[config.mk]
export PLATFORM = sky130hd
export DESIGN_NAME = controller_port
export DESIGN_NICKNAME = d
export VERILOG_FILES = /design/src/rtl/controller_port.sv
export SDC_FILE = /design/constraint.sdc
export NUM_CORES = 1
export LEC_CHECK = 0
export ABC_AREA = 1
export ABC_CLOCK_PERIOD_IN_PS = 3780
export CAP_MARGIN = 20
export CORE_MARGIN = 2
export CORE_UTILIZATION = 60
export DETAILED_ROUTE_END_ITERATION = 6
export GPL_ROUTABILITY_DRIVEN = 0
export HOLD_SLACK_MARGIN = 0.05
export PLACE_DENSITY = 0.82
export SLEW_MARGIN = 25
export SYNTH_ARGS = -nofsm -noshare
export SYNTH_HDL_FRONTEND = slang
export SYNTH_SLANG_ARGS = --single-unit
[constraint.sdc]
create_clock -name CLK -period 3.78 [get_ports CLK]
set_clock_uncertainty 0.1 [all_clocks]
set_input_delay 1.134 -clock CLK [delete_from_list [all_inputs] [get_ports CLK]]
set_output_delay 1.134 -clock CLK [all_outputs]
set_load 0.05 [all_outputs]
[src/rtl/controller_port.sv]
// -----------------------------------------------------------------------------
// controller_port
//   CPU-facing $4016/$4017 responder. Polls two NES pads over the 4021
//   latch/clock/data serial protocol, keeps an atomic 8-button snapshot per
//   pad, and presents the classic strobe/serial-shift register model to the
//   CPU. Button order (bit 0..7): A, B, Select, Start, Up, Down, Left, Right.
// -----------------------------------------------------------------------------
module controller_port #(
  parameter int CLK_DIV  = 300,     // system clocks per PAD_LATCH/PAD_CLK phase
  parameter int POLL_DIV = 833333   // idle clocks between the end of one poll and the next
) (
  input  logic       CLK,
  input  logic       RESET_N,
  input  logic       CPU_CE,
  input  logic       CPU_WR,        // 1 = read, 0 = write
  input  logic [7:0] CPU_DO,
  input  logic       CONTROL1_EN,
  input  logic       CONTROL2_EN,
  output logic [7:0] CONTROL1,
  output logic [7:0] CONTROL2,
  output logic       PAD_LATCH,
  output logic       PAD_CLK,
  input  logic       PAD1_DATA,
  input  logic       PAD2_DATA,
  output logic [7:0] BTN1,
  output logic [7:0] BTN2,
  output logic       POLL_DONE
);

  // ---------------------------------------------------------------------------
  // Constants
  // ---------------------------------------------------------------------------
  localparam int DIV_W = $clog2(2 * CLK_DIV + 1);
  localparam int TMR_W = $clog2(POLL_DIV + 1);

  localparam logic [DIV_W-1:0] LATCH_LAST  = DIV_W'(2 * CLK_DIV - 1);
  localparam logic [DIV_W-1:0] PHASE_LAST  = DIV_W'(CLK_DIV - 1);
  localparam logic [TMR_W-1:0] POLL_RELOAD = TMR_W'(POLL_DIV - 1);

  localparam logic [2:0] S_IDLE  = 3'd0;
  localparam logic [2:0] S_LATCH = 3'd1;
  localparam logic [2:0] S_LOW   = 3'd2;
  localparam logic [2:0] S_HIGH  = 3'd3;
  localparam logic [2:0] S_DONE  = 3'd4;

  // Upper read-data bits are open bus on the real console; the usual value
  // returned is $40.
  localparam logic [6:0] OPEN_BUS_HI = 7'b0100000;

  // ---------------------------------------------------------------------------
  // Declarations
  // ---------------------------------------------------------------------------
  logic [1:0]       pad1_sync;
  logic [1:0]       pad2_sync;
  logic             pad1_pressed;
  logic             pad2_pressed;

  logic [2:0]       state;
  logic [2:0]       next_state;
  logic [DIV_W-1:0] div_cnt;
  logic [TMR_W-1:0] timer;
  logic [2:0]       bit_cnt;
  logic [7:0]       shadow1;
  logic [7:0]       shadow2;
  logic             sample_now;

  logic [7:0]       btn1_q;
  logic [7:0]       btn2_q;
  logic             poll_done_q;
  logic             pad_latch_q;
  logic             pad_clk_q;

  logic             strobe;
  logic [7:0]       sr1;
  logic [7:0]       sr2;
  logic             wr_4016;
  logic             rd_4016;
  logic             rd_4017;

  // Only bit 0 of a $4016 write carries meaning (the strobe).
  logic             unused_cpu_do;
  assign unused_cpu_do = ^CPU_DO[7:1];

  // ---------------------------------------------------------------------------
  // Pad data synchronizers: pads are clocked from our own PAD_CLK but the
  // returned data still crosses cable delay and is treated as asynchronous.
  // Idle level is 1 (nothing pressed).
  // ---------------------------------------------------------------------------
  // Two-flop synchronizers for both pad data lines.
  always_ff @(posedge CLK or negedge RESET_N) begin
    if (!RESET_N) begin
      pad1_sync <= 2'b11;
      pad2_sync <= 2'b11;
    end else begin
      // NOTE: sequential state uses non-blocking assignments so every flop
      // samples the pre-edge value; blocking here would collapse the
      // synchronizer to a single stage.
      pad1_sync <= {pad1_sync[0], PAD1_DATA};
      pad2_sync <= {pad2_sync[0], PAD2_DATA};
    end
  end

  // Pad data is active-low; convert to pressed=1.
  assign pad1_pressed = ~pad1_sync[1];
  assign pad2_pressed = ~pad2_sync[1];

  // ---------------------------------------------------------------------------
  // Poll FSM
  // ---------------------------------------------------------------------------
  // Next-state decode for the poll sequencer.
  always_comb begin
    // NOTE: next_state gets a default before the case so no path leaves it
    // unassigned, which would otherwise infer a latch.
    next_state = state;
    case (state)
      S_IDLE:  if (timer == '0)          next_state = S_LATCH;
      S_LATCH: if (div_cnt == LATCH_LAST) next_state = S_LOW;
      S_LOW:   if (div_cnt == PHASE_LAST) next_state = (bit_cnt == 3'd7) ? S_DONE : S_HIGH;
      S_HIGH:  if (div_cnt == PHASE_LAST) next_state = S_LOW;
      S_DONE:  next_state = S_IDLE;
      default: next_state = S_IDLE;
    endcase
  end

  // Data is sampled on the last cycle of each low phase, i.e. just before
  // the PAD_CLK rising edge that shifts the next bit out of the 4021.
  assign sample_now = (state == S_LOW) && (div_cnt == PHASE_LAST);

  // Sequencer state, phase counter, bit index and idle timer.
  always_ff @(posedge CLK or negedge RESET_N) begin
    if (!RESET_N) begin
      state   <= S_IDLE;
      div_cnt <= '0;
      bit_cnt <= '0;
      timer   <= '0;     // first poll starts right after reset release
    end else begin
      state <= next_state;

      if (next_state != state) begin
        div_cnt <= '0;
      end else if (state != S_IDLE) begin
        div_cnt <= div_cnt + 1'b1;
      end

      if (state == S_IDLE && next_state == S_LATCH) begin
        bit_cnt <= '0;
      end else if (state == S_HIGH && next_state == S_LOW) begin
        bit_cnt <= bit_cnt + 1'b1;
      end

      if (state == S_DONE) begin
        timer <= POLL_RELOAD;
      end else if (state == S_IDLE && timer != '0) begin
        timer <= timer - 1'b1;
      end
    end
  end

  // Pad strobe/clock outputs registered from the next state so they are
  // glitch-free and line up exactly with the state they represent.
  always_ff @(posedge CLK or negedge RESET_N) begin
    if (!RESET_N) begin
      pad_latch_q <= 1'b0;
      pad_clk_q   <= 1'b0;
    end else begin
      pad_latch_q <= (next_state == S_LATCH);
      pad_clk_q   <= (next_state == S_HIGH);
    end
  end

  // Shadow capture during the poll; snapshot commit once all 8 bits are in.
  always_ff @(posedge CLK or negedge RESET_N) begin
    if (!RESET_N) begin
      // NOTE: the shadows are plain registers, so resetting them is cheap and
      // guarantees an abandoned poll leaves nothing behind; only true RAM
      // arrays would be left without reset.
      shadow1     <= '0;
      shadow2     <= '0;
      btn1_q      <= '0;
      btn2_q      <= '0;
      poll_done_q <= 1'b0;
    end else begin
      if (sample_now) begin
        shadow1[bit_cnt] <= pad1_pressed;
        shadow2[bit_cnt] <= pad2_pressed;
      end

      // Both pads commit together so software never sees a torn pair.
      poll_done_q <= (state == S_DONE);
      if (state == S_DONE) begin
        btn1_q <= shadow1;
        btn2_q <= shadow2;
      end
    end
  end

  assign PAD_LATCH = pad_latch_q;
  assign PAD_CLK   = pad_clk_q;
  assign BTN1      = btn1_q;
  assign BTN2      = btn2_q;
  assign POLL_DONE = poll_done_q;

  // ---------------------------------------------------------------------------
  // CPU side: strobe and serial shift registers
  // ---------------------------------------------------------------------------
  // $4017 writes belong to the APU frame counter and are deliberately ignored.
  assign wr_4016 = CPU_CE & CONTROL1_EN & ~CPU_WR;
  assign rd_4016 = CPU_CE & CONTROL1_EN &  CPU_WR;
  assign rd_4017 = CPU_CE & CONTROL2_EN &  CPU_WR;

  // Strobe latch written through $4016 bit 0.
  always_ff @(posedge CLK or negedge RESET_N) begin
    if (!RESET_N) begin
      strobe <= 1'b0;
    end else if (wr_4016) begin
      strobe <= CPU_DO[0];
    end
  end

  // Shift registers: reload continuously while strobed, otherwise shift one
  // bit per read, filling with 1 so reads past the eighth return 1.
  always_ff @(posedge CLK or negedge RESET_N) begin
    if (!RESET_N) begin
      sr1 <= '0;
      sr2 <= '0;
    end else if (strobe) begin
      sr1 <= btn1_q;
      sr2 <= btn2_q;
    end else begin
      if (rd_4016) sr1 <= {1'b1, sr1[7:1]};
      if (rd_4017) sr2 <= {1'b1, sr2[7:1]};
    end
  end

  // Read data is the pre-shift bit, combinational from the registers.
  assign CONTROL1 = {OPEN_BUS_HI, sr1[0]};
  assign CONTROL2 = {OPEN_BUS_HI, sr2[0]};

endmodule

==> impl_results.md <==
* CTS tree: done
* Worst Max-Slew Pin Slew at 0.7745 ns
* Core Box Area at ~7300 um^2
* Vias at roughly 3700
* RSZ-0062 raised after global routing: no
* Async S/R FF share, synth at 100.0%
* Clk Tree Root Cell: clkbuf_8
* Largest family of logic cells by synthesized area: simple AND/OR/NAND/NOR gates
* Final non-filler cell total at around 680
* Hold Buf Count CTS at 0
* Crit. End Element: output port
* Initial Utilization at a little over three fifths
* Rows at 31
* Vias in the first global route at 3426
* Post-Synth Adder-Cell Area at around 1.1%
* Clk sinks at 92
* Shortest period the worst path allows at about 2.9 ns
* Status: finished, final reports clean
* Critical path class: register to output port
* Final setup TNS at 0 ns
* Peak Freq at around 350 MHz
* Worst setup margin at 0.9108 ns
* Vias per cell at 5.404
* Leakage at around 0.0026 uW
* Placed Cells at about 670
* Startpoint Class: register
* Critical path arrival at 1.64 ns
* Bufs and invs on worst path at 1
* PwrDens at ~350 nW/um^2
* Final instance area at 5125 um^2
* CP max stage cell: clkdlybuf4s50_1
* CP required at 2.55 ns
* Yosys warning count at 0
* Post-synthesis mux area share at 0.2173%
* Synthesis-to-finish area growth at 11.24%
* Clock latency on the worst-skew pair at 0.36 ns
* Die height at around 92 um
* Die area at roughly 8400 um^2
* Clk pin slew, worst setup/hold paths at roughly 0.1 ns
* Peak supply drop at around 220 uV
* Top cell type's share of synthesized area at 47.80%
* Min-delay worst type: register to register
* Final slew viol count at 0
* Final wirelength at approximately 8900 um
* Post-CTS Resized at 0
* First-pass GRT wire length at 15750 um
* Boundary pin count at approximately 50
* Nets at just under 600
* Synth unique cells at 43
* Number of flops mapped to enable cells by yosys at 0
* Residual DRC at 0
* Dpl ws at about 1.2 ns
* Fin crit share at between 70% and 80%
* Initial antenna violation count at 0
* Drt first-iter violations at 230
* Crit-path max FO at 3
* Share of cells above drive strength 1 at 12.71%
* Slew HR at around half
* Max-cap violations at 0
* H-tree Lvls at 3
* Post-Synth Simple-Gate Area at a little over 30%
* CTS buffer count at 9
* Top cells by area, synth: dfrtp_1, nand2_1, nand3_1
* Syn avg cell area at about 8.4 um^2
* IO buf count at 29
* Setup Viol. Count Final at 0
* Compound-gate portion of the synthesized area at roughly 7.6%
* Yosys reg bits at 92
* All-layer global routing usage at a little under a quarter
* Final Hold Fails at 0
* DP Area at 4910 um^2
* Mapped Cells at about 550
* Slowest stage delay, CP at 0.84 ns
* HPWL after detailed placement at 6271 um
* First-pass DRT Iterations at 5
* Antenna Nets Post-Route at 0
* WL per Instance at roughly 13 um
* Post-synthesis xor/xnor area fraction at between 2 and 3%
* Cell taking the most area after synthesis: dfrtp_1
* GR Overflow Total at 0
* CP delay by family, top: buffers and inverters
* Postcts setup bufs at 0
* Register area share after synthesis at between 50% and 60%
* Post-Syn Area at around 4600 um^2
* Clock tree buffer depth at 2
* Largest net degree at the start of global routing at 93
* CP cell instances: clkdlybuf4s50_1
* Die X at between 90 and 100 um
* Primary FF master, synth: dfrtp_1
* Diodes inserted at 0
==> state kept, by name, indices dropped and copies added, names as in the netlist <==
name,flops
BTN1,8
BTN2,8
PAD_CLK,1
PAD_LATCH,1
POLL_DONE,1
bit_cnt,3
div_cnt,10
pad1_sync,2
pad2_sync,2
shadow1,8
shadow2,8
sr1,8
sr2,8
state,3
strobe,1
timer,20
==> worst paths after layout <==
| path | end | startpoint | depth (start not counted) | slack [ns] |
|---|---|---|---|---|
| min in group asynchronous | div_cnt[1] | RESET_N | 2 | 0.69 |
| setup / recovery | BTN2[5] | BTN2[5] | 1 | 0.91 |
| hold reg to reg | pad1_sync[1] | pad1_sync[0] | 0 | 0.26 |
| max in group asynchronous | pad1_sync[0] | RESET_N | 2 | 2.51 |
| setup reg to reg | timer[18] | state[0] | 5 | 1.30 |
| hold / removal | pad1_sync[1] | pad1_sync[0] | 0 | 0.26 |
==> report_power, final <==
group,switching [uW],internal (uW)
Clock,375,322
Combinational,80.4,19.3
Sequential,13.9,997
Total,469,1340
==> stage by stage <==
stage	hold WS, ns	power [uW]	util [%]
after CTS	0.2650	1827	69.91
final	0.2630	1807	69.91
after floorplan	0.2452	1105	-
after detailed placement	0.2498	1130	66.97
after global routing	0.2675	1878	69.91
after global placement	0.2468	1127	66.97
==> cell families after synthesis <==
| family | Yosys count |
|---|---|
| simple gates | 299 |
| flops | 92 |
| buf+inv | 75 |
| compound gates | 63 |
| xor+xnor | 15 |
| fa+ha+maj | 4 |
| other cells | 2 |
| mux | 1 |
==> placed cells by master (no fill, tap or decap), types with 2 or more instances in the layout <==
cell,n
nor2_2,22
inv_1,35
nand2_1,145
inv_6,2
dfstp_2,4
a21oi_1,6
o21ai_0,36
nor3_1,5
dfrtp_1,88
ha_1,4
clkinv_4,2
nand4_1,9
nand2_4,3
clkbuf_8,9
nand3_1,52
o31ai_1,2
clkinv_1,3
o211ai_1,3
nor2_1,46
xor2_1,14
clkdlybuf4s50_1,28
conb_1,14
o311ai_0,2
inv_2,8
o21ai_1,9
nand2_2,6
nand3_2,5
==> synthesized netlist by cell type, drive strengths merged, types with 3 or more instances <==
cell      n
nand2   154
dfrtp    88
nor2     69
nand3    58
o21ai    46
inv      44
buf      20
xor2     14
nand4    10
a21oi     7
clkbuf    7
nor3      6
clkinv    4
dfstp     4
ha        4
o211ai    3
==> metal layers <==
| layer | up-vias | share of wire (%) | wire [um] | GRT usage, % |
|---|---|---|---|---|
| li1 | 1811 | - | - | - |
| met1 | 1762 | 47 | 4177 | 31.86 |
| met2 | 92 | 48 | 4308 | 37.99 |
| met3 | 15 | 3.8 | 336 | 2.876 |
| met4 | 0 | 1.4 | 123 | 7.702 |
| met5 | - | 0 | 0 | 0 |
==> area by class of cell <==
| class | count | area, um^2 |
|---|---|---|
| Inverter | 48 | 187.7 |
| Fill cell | 582 | 2206 |
| Sequential cell | 92 | 2307 |
| Clock inverter | 7 | 91.34 |
| Multi-Input combinational cell | 396 | 1983 |
| Tap cell | 99 | 123.9 |
| Timing Repair Buffer | 30 | 307.8 |
| Clock buffer | 9 | 123.9 |
Note: power is estimated with default switching activity, not from simulation.
